==> config.mk <==
export PLATFORM = sky130hd
export DESIGN_NAME = fetch_queue
export DESIGN_NICKNAME = d
export VERILOG_FILES = /design/src/rtl/core_pkg.sv /design/src/rtl/fetch_fifo.sv /design/src/rtl/fetch_queue.sv
export SDC_FILE = /design/constraint.sdc
export NUM_CORES = 1
export LEC_CHECK = 0
export CAP_MARGIN = 40
export CORE_UTILIZATION = 35
export DETAILED_ROUTE_END_ITERATION = 6
export HOLD_SLACK_MARGIN = 0.03
export PLACE_DENSITY = 0.54
export SLEW_MARGIN = 20
export SYNTH_ARGS = -nofsm -noshare
export SYNTH_HDL_FRONTEND = slang
export SYNTH_SLANG_ARGS = --single-unit
==> constraint.sdc <==
create_clock -name clk -period 6.8 [get_ports clk]
set_clock_uncertainty 0.2 [all_clocks]
set_input_delay 1.7 -clock clk [delete_from_list [all_inputs] [get_ports clk]]
set_output_delay 1.7 -clock clk [all_outputs]
set_load 0.02 [all_outputs]
==> src/rtl/core_pkg.sv <==
`default_nettype none
// ============================================================================
//  Module      : core_pkg
//  Description : Shared core constants and types for the fetch front end:
//                default address width, instruction width, the canonical
//                NOP encoding and the fetch-queue FSM state type.
//  Revision    : 1.0  initial release
// ============================================================================
package core_pkg;

    localparam int c_xlen_default = 64;
    localparam int c_ilen         = 32;

    // addi x0, x0, 0
    localparam logic [c_ilen-1:0] c_nop_inst = 32'h0000_0013;

    // FETCH: no stale responses pending. DRAIN: stale responses still in flight.
    typedef enum logic [0:0] {
        FQ_FETCH = 1'b0,
        FQ_DRAIN = 1'b1
    } fq_state_e;

endpackage
`default_nettype wire

==> src/rtl/fetch_fifo.sv <==
`default_nettype none
// ============================================================================
//  Module      : fetch_fifo
//  Description : DEPTH-entry FIFO of {PC, instruction} pairs between the
//                instruction memory response path and decode.
//                Ports:
//                  clk, rst        clock, asynchronous active-high reset
//                  flush           drop all entries (wins over push/pop)
//                  push, push_pc, push_inst   write at tail
//                  pop             advance head
//                  head_pc, head_inst         head entry (0 / NOP when empty)
//                  full, empty, count         occupancy status
//  Revision    : 1.0  initial release
// ============================================================================
module fetch_fifo
    import core_pkg::*;
#(
    parameter int XLEN  = c_xlen_default,
    parameter int DEPTH = 4
) (
    input  logic                   clk,
    input  logic                   rst,
    input  logic                   flush,
    input  logic                   push,
    input  logic [XLEN-1:0]        push_pc,
    input  logic [c_ilen-1:0]      push_inst,
    input  logic                   pop,
    output logic [XLEN-1:0]        head_pc,
    output logic [c_ilen-1:0]      head_inst,
    output logic                   full,
    output logic                   empty,
    output logic [$clog2(DEPTH):0] count
);

    localparam int AW = $clog2(DEPTH);
    localparam int CW = AW + 1;

    logic [XLEN-1:0]   r_pc_mem   [DEPTH];
    logic [c_ilen-1:0] r_inst_mem [DEPTH];
    logic [AW-1:0]     r_wr_ptr;
    logic [AW-1:0]     r_rd_ptr;
    logic [CW-1:0]     r_count;

    logic w_do_push;
    logic w_do_pop;

    assign full  = (r_count == CW'(DEPTH));
    assign empty = (r_count == '0);
    assign count = r_count;

    // Push into a full FIFO is allowed only when the head leaves the same cycle.
    assign w_do_push = push & (~full | pop) & ~flush;
    assign w_do_pop  = pop & ~empty & ~flush;

    // DEPTH is a power of two, so pointer wrap is the natural AW-bit overflow.
    always_ff @(posedge clk or posedge rst) begin
        if (rst) begin
            r_wr_ptr <= '0;
            r_rd_ptr <= '0;
            r_count  <= '0;
        end else if (flush) begin
            r_wr_ptr <= '0;
            r_rd_ptr <= '0;
            r_count  <= '0;
        end else begin
            if (w_do_push) r_wr_ptr <= r_wr_ptr + AW'(1);
            if (w_do_pop)  r_rd_ptr <= r_rd_ptr + AW'(1);
            r_count <= r_count + CW'(w_do_push) - CW'(w_do_pop);
        end
    end

    // Storage needs no reset: entries are only visible while counted.
    always_ff @(posedge clk) begin
        if (w_do_push) begin
            r_pc_mem[r_wr_ptr]   <= push_pc;
            r_inst_mem[r_wr_ptr] <= push_inst;
        end
    end

    assign head_pc   = empty ? '0         : r_pc_mem[r_rd_ptr];
    assign head_inst = empty ? c_nop_inst : r_inst_mem[r_rd_ptr];

endmodule
`default_nettype wire

==> src/rtl/fetch_queue.sv <==
`default_nettype none
// ============================================================================
//  Module      : fetch_queue
//  Description : Instruction fetch front end. Issues sequential fetch
//                requests under a credit limit, buffers in-order responses
//                with their PCs, and discards stale responses after a
//                redirect.
//                Ports:
//                  clk, rst                 clock, asynchronous active-high reset
//                  redirect, redirect_pc    control transfer: flush and refetch
//                  im_req, im_addr, im_gnt  instruction memory request handshake
//                  im_rvalid, im_rdata      in-order instruction responses
//                  dec_valid, dec_inst, dec_pc, dec_ready   decode interface
//  Revision    : 1.0  initial release
// ============================================================================
module fetch_queue
    import core_pkg::*;
#(
    parameter int              XLEN     = c_xlen_default,
    parameter int              DEPTH    = 4,
    parameter logic [XLEN-1:0] RESET_PC = '0
) (
    input  logic              clk,
    input  logic              rst,
    input  logic              redirect,
    input  logic [XLEN-1:0]   redirect_pc,
    output logic              im_req,
    output logic [XLEN-1:0]   im_addr,
    input  logic              im_gnt,
    input  logic              im_rvalid,
    input  logic [c_ilen-1:0] im_rdata,
    output logic              dec_valid,
    output logic [c_ilen-1:0] dec_inst,
    output logic [XLEN-1:0]   dec_pc,
    input  logic              dec_ready
);

    localparam int CW = $clog2(DEPTH) + 1;

    fq_state_e       r_state;
    logic [XLEN-1:0] r_pc;          // next fetch address
    logic [XLEN-1:0] r_resp_pc;     // PC of the next non-stale response
    logic [CW-1:0]   r_outstanding; // live requests awaiting response
    logic [CW-1:0]   r_discard;     // stale requests awaiting response

    logic [CW-1:0]   w_count;
    logic            w_full;
    logic            w_empty;
    logic [CW-1:0]   w_inflight;
    logic [CW-1:0]   w_credit_used;
    logic [CW-1:0]   w_discard_redirect;
    logic [XLEN-1:0] w_target;
    logic            w_accept;
    logic            w_live_rsp;
    logic            w_drop;
    logic            w_push;
    logic            w_pop;

    // Stale requests still occupy memory slots, so they consume credit too.
    assign w_inflight    = r_outstanding + r_discard;
    assign w_credit_used = w_inflight + w_count;

    assign im_req   = ~rst & ~redirect & (w_credit_used < CW'(DEPTH));
    assign im_addr  = r_pc;
    assign w_accept = im_req & im_gnt;

    // In FETCH every response is live; in DRAIN the oldest ones are stale.
    assign w_live_rsp = im_rvalid & (r_state == FQ_FETCH);
    assign w_drop     = im_rvalid & (r_state == FQ_DRAIN);

    assign w_push = w_live_rsp & ~redirect & (~w_full | w_pop);
    assign w_pop  = dec_valid & dec_ready & ~redirect;

    assign w_target = redirect_pc & ~XLEN'(3);

    // Everything in flight becomes stale; a response arriving this very
    // cycle retires one of them, whichever kind it was.
    assign w_discard_redirect = w_inflight - CW'(im_rvalid);

    always_ff @(posedge clk or posedge rst) begin
        if (rst) begin
            r_state       <= FQ_FETCH;
            r_pc          <= RESET_PC;
            r_resp_pc     <= RESET_PC;
            r_outstanding <= '0;
            r_discard     <= '0;
        end else if (redirect) begin
            r_pc          <= w_target;
            r_resp_pc     <= w_target;
            r_outstanding <= '0;
            r_discard     <= w_discard_redirect;
            r_state       <= (w_discard_redirect != '0) ? FQ_DRAIN : FQ_FETCH;
        end else begin
            if (w_accept) r_pc      <= r_pc + XLEN'(4);
            if (w_push)   r_resp_pc <= r_resp_pc + XLEN'(4);
            r_outstanding <= r_outstanding + CW'(w_accept) - CW'(w_live_rsp);
            r_discard     <= r_discard - CW'(w_drop);
            case (r_state)
                FQ_FETCH: r_state <= FQ_FETCH;
                FQ_DRAIN: if (w_drop && (r_discard == CW'(1))) r_state <= FQ_FETCH;
                default:  r_state <= FQ_FETCH;
            endcase
        end
    end

    fetch_fifo #(
        .XLEN  (XLEN),
        .DEPTH (DEPTH)
    ) u_fifo (
        .clk       (clk),
        .rst       (rst),
        .flush     (redirect),
        .push      (w_push),
        .push_pc   (r_resp_pc),
        .push_inst (im_rdata),
        .pop       (w_pop),
        .head_pc   (dec_pc),
        .head_inst (dec_inst),
        .full      (w_full),
        .empty     (w_empty),
        .count     (w_count)
    );

    assign dec_valid = ~w_empty;

endmodule
`default_nettype wire

==> reports/summary.md <==
The run gives 0.6577 as the share of synthesized area occupied by flip-flops and latches. The area of all placed cells without fillers was 27900 um2. For this design the top-level I/O count stands at 264.

For the number of nets at the end of the flow, the log shows 1938. Area of the core: 63200 um2. The number of stages on the worst hold path came out at 0. In this run, placement finished with an instance count of 2606. The cell count after synthesis came out at 1547. The total of warnings raised by yosys is 0, and the area share of the largest cell type after synthesis is 0.5037.

The path class of the tightest hold or removal check is reg -> reg. The run gives 5683 as the number of filler cells placed in the layout. Arrival time reported for the critical path endpoint: 3.57 ns. The critical path is of the reg -> out type.

Clock-pin slew was measured on the worst setup and hold paths at 0.06 ns. The area growth from synthesis to layout is 24.48%. Counting cells, the worst reg-to-reg path comes to 14. The mean cell area of the mapped netlist is 14.49 um2, and the quantity of I/O buffers inserted on ports is 257. Traced cell by cell, the critical path runs through nor3_1 -> inv_2 -> buf_4 -> and2_1 -> clkdlybuf4s50_1. The pre-antenna-repair detailed-routing pass consisted of 5 iterations. The number of buffers added by the clock tree synthesis step is 54, and the via density per instance is 5.357. Once the clock tree was built, the setup fixing pass inserted 0 buffers. The CTS root buffer was sky130_fd_sc_hd__clkbuf_16. At the end of routability-driven placement, the weighted congestion stood at 0.8680. The hold buffer count at CTS came out at 0. Fraction of the core area covered by cells at the end of the flow: 0.4415. TritonCTS built the clock tree. The fraction of layout instances using a drive strength above 1 was 0.1216; the count of clock tree sinks was 514. The share of the clock period used by the worst path is 0.8038, and the wire length of the first global-routing pass is 93780 um. For this design the static power due to leakage is 9.364 nW. Setup violations remaining at the end of the flow were counted as 0.

The tools report the leftover overflow at the end of global routing as 0. The flow ran to the end, and the final reports show no timing, DRC or antenna violations. For the overall power consumption, the log shows 9.527 mW. Setup repair after global routing left no endpoint under its margin. The number of placement rows is 92, and the number of remaining DRC errors is 0. The initial antenna violation count was 1; the largest net degree at the start of global routing was 72. Summed over all failing endpoints, the final setup total negative slack is 0 ns.

The logs give 0.4600 for the max-slew headroom at the worst pin and 0.1957 mV for the maximum resistive drop on vdd. In this run, synthesis inferred 376 flip-flops with an integrated enable. The count of cells in the finished layout, fillers not included, comes to 2705.

Based on the critical path, the design can be clocked at up to 183.0 MHz. The worst flop-to-flop path startpoint was r_outstanding[0]. The count of nets left with antenna violations after detail routing was 0; the sum of routed wire length over all layers was 63150 um. The die is 255.1 um tall. The worst path in the final design needs a cycle of 5.466 ns, including I/O delays and setup. In this run the power density over the cells is 341.4 nW/um2.

For the hold violation total from the final report, the log shows 0. The critical path required time was 4.90 ns. The largest stage delay on the critical path was 0.61 ns. For this run, the leading register cell type out of synthesis is sky130_fd_sc_hd__edfxtp_1. The tools report the area of the mapped netlist as 22420 um2. For hold timing, the worst endpoint is u_fifo.r_pc_mem[0][60].

For flop-to-flop paths, the worst setup slack is 2.62 ns. STA classifies the critical path startpoint as a register. The clock passes through at most 3 buffers. The synthesized design spends more area on one cell type than any other, namely sky130_fd_sc_hd__edfxtp_1. The clock tree synthesis step divided the H-tree into 2 levels.

Dividing the detail-routed wire length by the instance count gives 23.34 um. Critical path's slowest cell: sky130_fd_sc_hd__nor3_1. The synthesized design contains 514 register bits.

In this run the most critical hold path is launched from r_resp_pc[60]. Along the worst path, the maximum fanout reaches 64. The worst register-to-register path ends at r_outstanding[2].

Yosys attributes the largest share of cell area to sky130_fd_sc_hd__edfxtp_1, sky130_fd_sc_hd__dfrtp_1, sky130_fd_sc_hd__mux4_2, sky130_fd_sc_hd__and2_1, sky130_fd_sc_hd__o21ai_0. In this run the horizontal extent of the chip is 255.1 um. Across all layers, the routed design uses 14490 vias. The number of global-route vias before repair is 14630, and the reported max-cap violation count is 0. For the worst-skew pair, the clock arrives at the later sink with an insertion delay of 0.61 ns. For the count of cells resized by post-cts repair, the log shows 0.

The run gives 0.1954 as the all-layer global routing usage. At the pin with the least slew margin, the transition time is 0.8026 ns. The starting utilization of the core area was 0.3547; the antenna diode count was 0. The number of slew-limit violations in the final report was 0; the die area was 65060 um2. After synthesis, the netlist uses 58 different library cells. STA classifies the critical path endpoint as an output port. Proportion of register bits with asynchronous set or reset after synthesis: 0.2685. The critical path starts at u_fifo.count[1]. Once placement finished, the instance area stood at 26140 um2. The wire-length estimate of the detail-placed layout is 42640 um. The number of DRC markers in iteration 0 was 1028.
[Yosys cell counts, types with 23 or more instances]
cell / count
sky130_fd_sc_hd__a21oi_1: 26
sky130_fd_sc_hd__and2_1: 111
sky130_fd_sc_hd__and3_1: 28
sky130_fd_sc_hd__clkbuf_1: 55
sky130_fd_sc_hd__dfrtp_1: 138
sky130_fd_sc_hd__edfxtp_1: 376
sky130_fd_sc_hd__inv_1: 25
sky130_fd_sc_hd__mux4_2: 94
sky130_fd_sc_hd__nand2_1: 124
sky130_fd_sc_hd__nand3_1: 62
sky130_fd_sc_hd__nand4_1: 47
sky130_fd_sc_hd__nor2_1: 64
sky130_fd_sc_hd__nor3_1: 27
sky130_fd_sc_hd__o211ai_1: 23
sky130_fd_sc_hd__o21ai_0: 105
sky130_fd_sc_hd__xnor2_1: 42
sky130_fd_sc_hd__xor2_1: 25
[sequential cells by signal, summed over array words and instances (netlist names)]
register           cells
r_discard              3
im_addr               62
r_state                1
r_outstanding          3
r_resp_pc             62
u_fifo.r_inst_mem    128
u_fifo.r_wr_ptr        2
u_fifo.r_pc_mem      248
u_fifo.count           3
u_fifo.r_rd_ptr        2
[cell families after synthesis]
| group | count (synthesis) | synth area share |
|---|---|---|
| xor gates and xnor gates | 69 | 0.02824 |
| adders and majority gates | 19 | 0.01161 |
| muxes | 100 | 0.09729 |
| DFF | 514 | 0.6577 |
| buffers and inverters | 104 | 0.01881 |
| other | 1 | 0.0001673 |
| and+or+nand+nor | 534 | 0.1301 |
| AOI/OAI and AO/OA | 206 | 0.05604 |
[critical path, delay by kind of cell, from the launching register on]
family | cells | cell delay, ns
and+or+nand+nor | 2 | 0.94
DFF | 1 | 0.47
buffers and inverters | 3 | 1.47
[worst max-delay path by stage]
stage | cells after the start | slack [ns] | end
finish | 5 | 1.33 | dec_pc[8]
global route | 5 | 1.04 | dec_pc[8]
CTS | 5 | 1.07 | dec_pc[8]
detailed placement | 3 | 1.72 | im_req
global placement | 3 | 1.71 | im_req
floorplan | 1 | 1.20 | im_addr[10]
[layout make-up]
cell class              instances  area [um2]  share of cell area
clock buffers                  73        1536             0.05506
clock inverters                25       224.0            0.008027
inverters                      27       106.4            0.003811
multi-input cells             932        7279              0.2609
flip-flops and latches        514       14750              0.5287
well taps                     846        1059             0.03794
repair buffers                288        2947              0.1056
[per-stage QoR]
step                      worst slack, ns  hold slack (ns)
after global routing                1.037           0.3953
after detailed placement            1.716           0.3494
after floorplan                     1.204           0.2886
after global placement              1.706           0.3379
final                               1.334           0.3533
after CTS                           1.071           0.3623
[cell usage in the layout, fill, tap and decap left out, drive strengths merged, types with 3 or more instances in the layout]
cell type      netlist  final
mux2i                3      3
nor3b                5      5
nor4                10     10
nand3               62     62
buf                 21     29
fa                   3      3
clkbuf              56     74
edfxtp             376    376
nor2                64     64
clkdlybuf4s50        0    256
a31oi               10     10
a41oi                6      6
o311ai              29     29
xnor2               42     42
xor2                25     25
nand3b               4      4
clkinv               1     19
mux2                 3      3
and3                28     28
bufinv               0      4
nor3                28     28
or3                  8      8
mux4                94     94
or2                  3      3
o21ai              106    106
and4                22     22
dfrtp              138    138
o211ai              23     23
inv                 26     27
ha                  16     16
nand4               48     48
conb                 1      4
nor4b                6      6
or4                  4      4
a21oi               26     26
and2               111    111
nand2              124    124
[metal layers]
metal	track usage	routed length [um]	up-vias
met2	0.3031	29120	508
met3	0.04373	4775	87
met5	0	13	-
li1	-	-	6502
met1	0.2746	27760	7392
met4	0.05697	1477	2
[report_power, final]
part	switching (mW)	total [mW]	internal (mW)	leakage (nW)
combinational	1.45	2.72	1.27	3.43
clock	1.21	2.93	1.72	0.858
sequential	0.292	3.87	3.58	5.08
total	2.95	9.53	6.58	9.36
No activity file was read; power rests on OpenSTA's default activity.
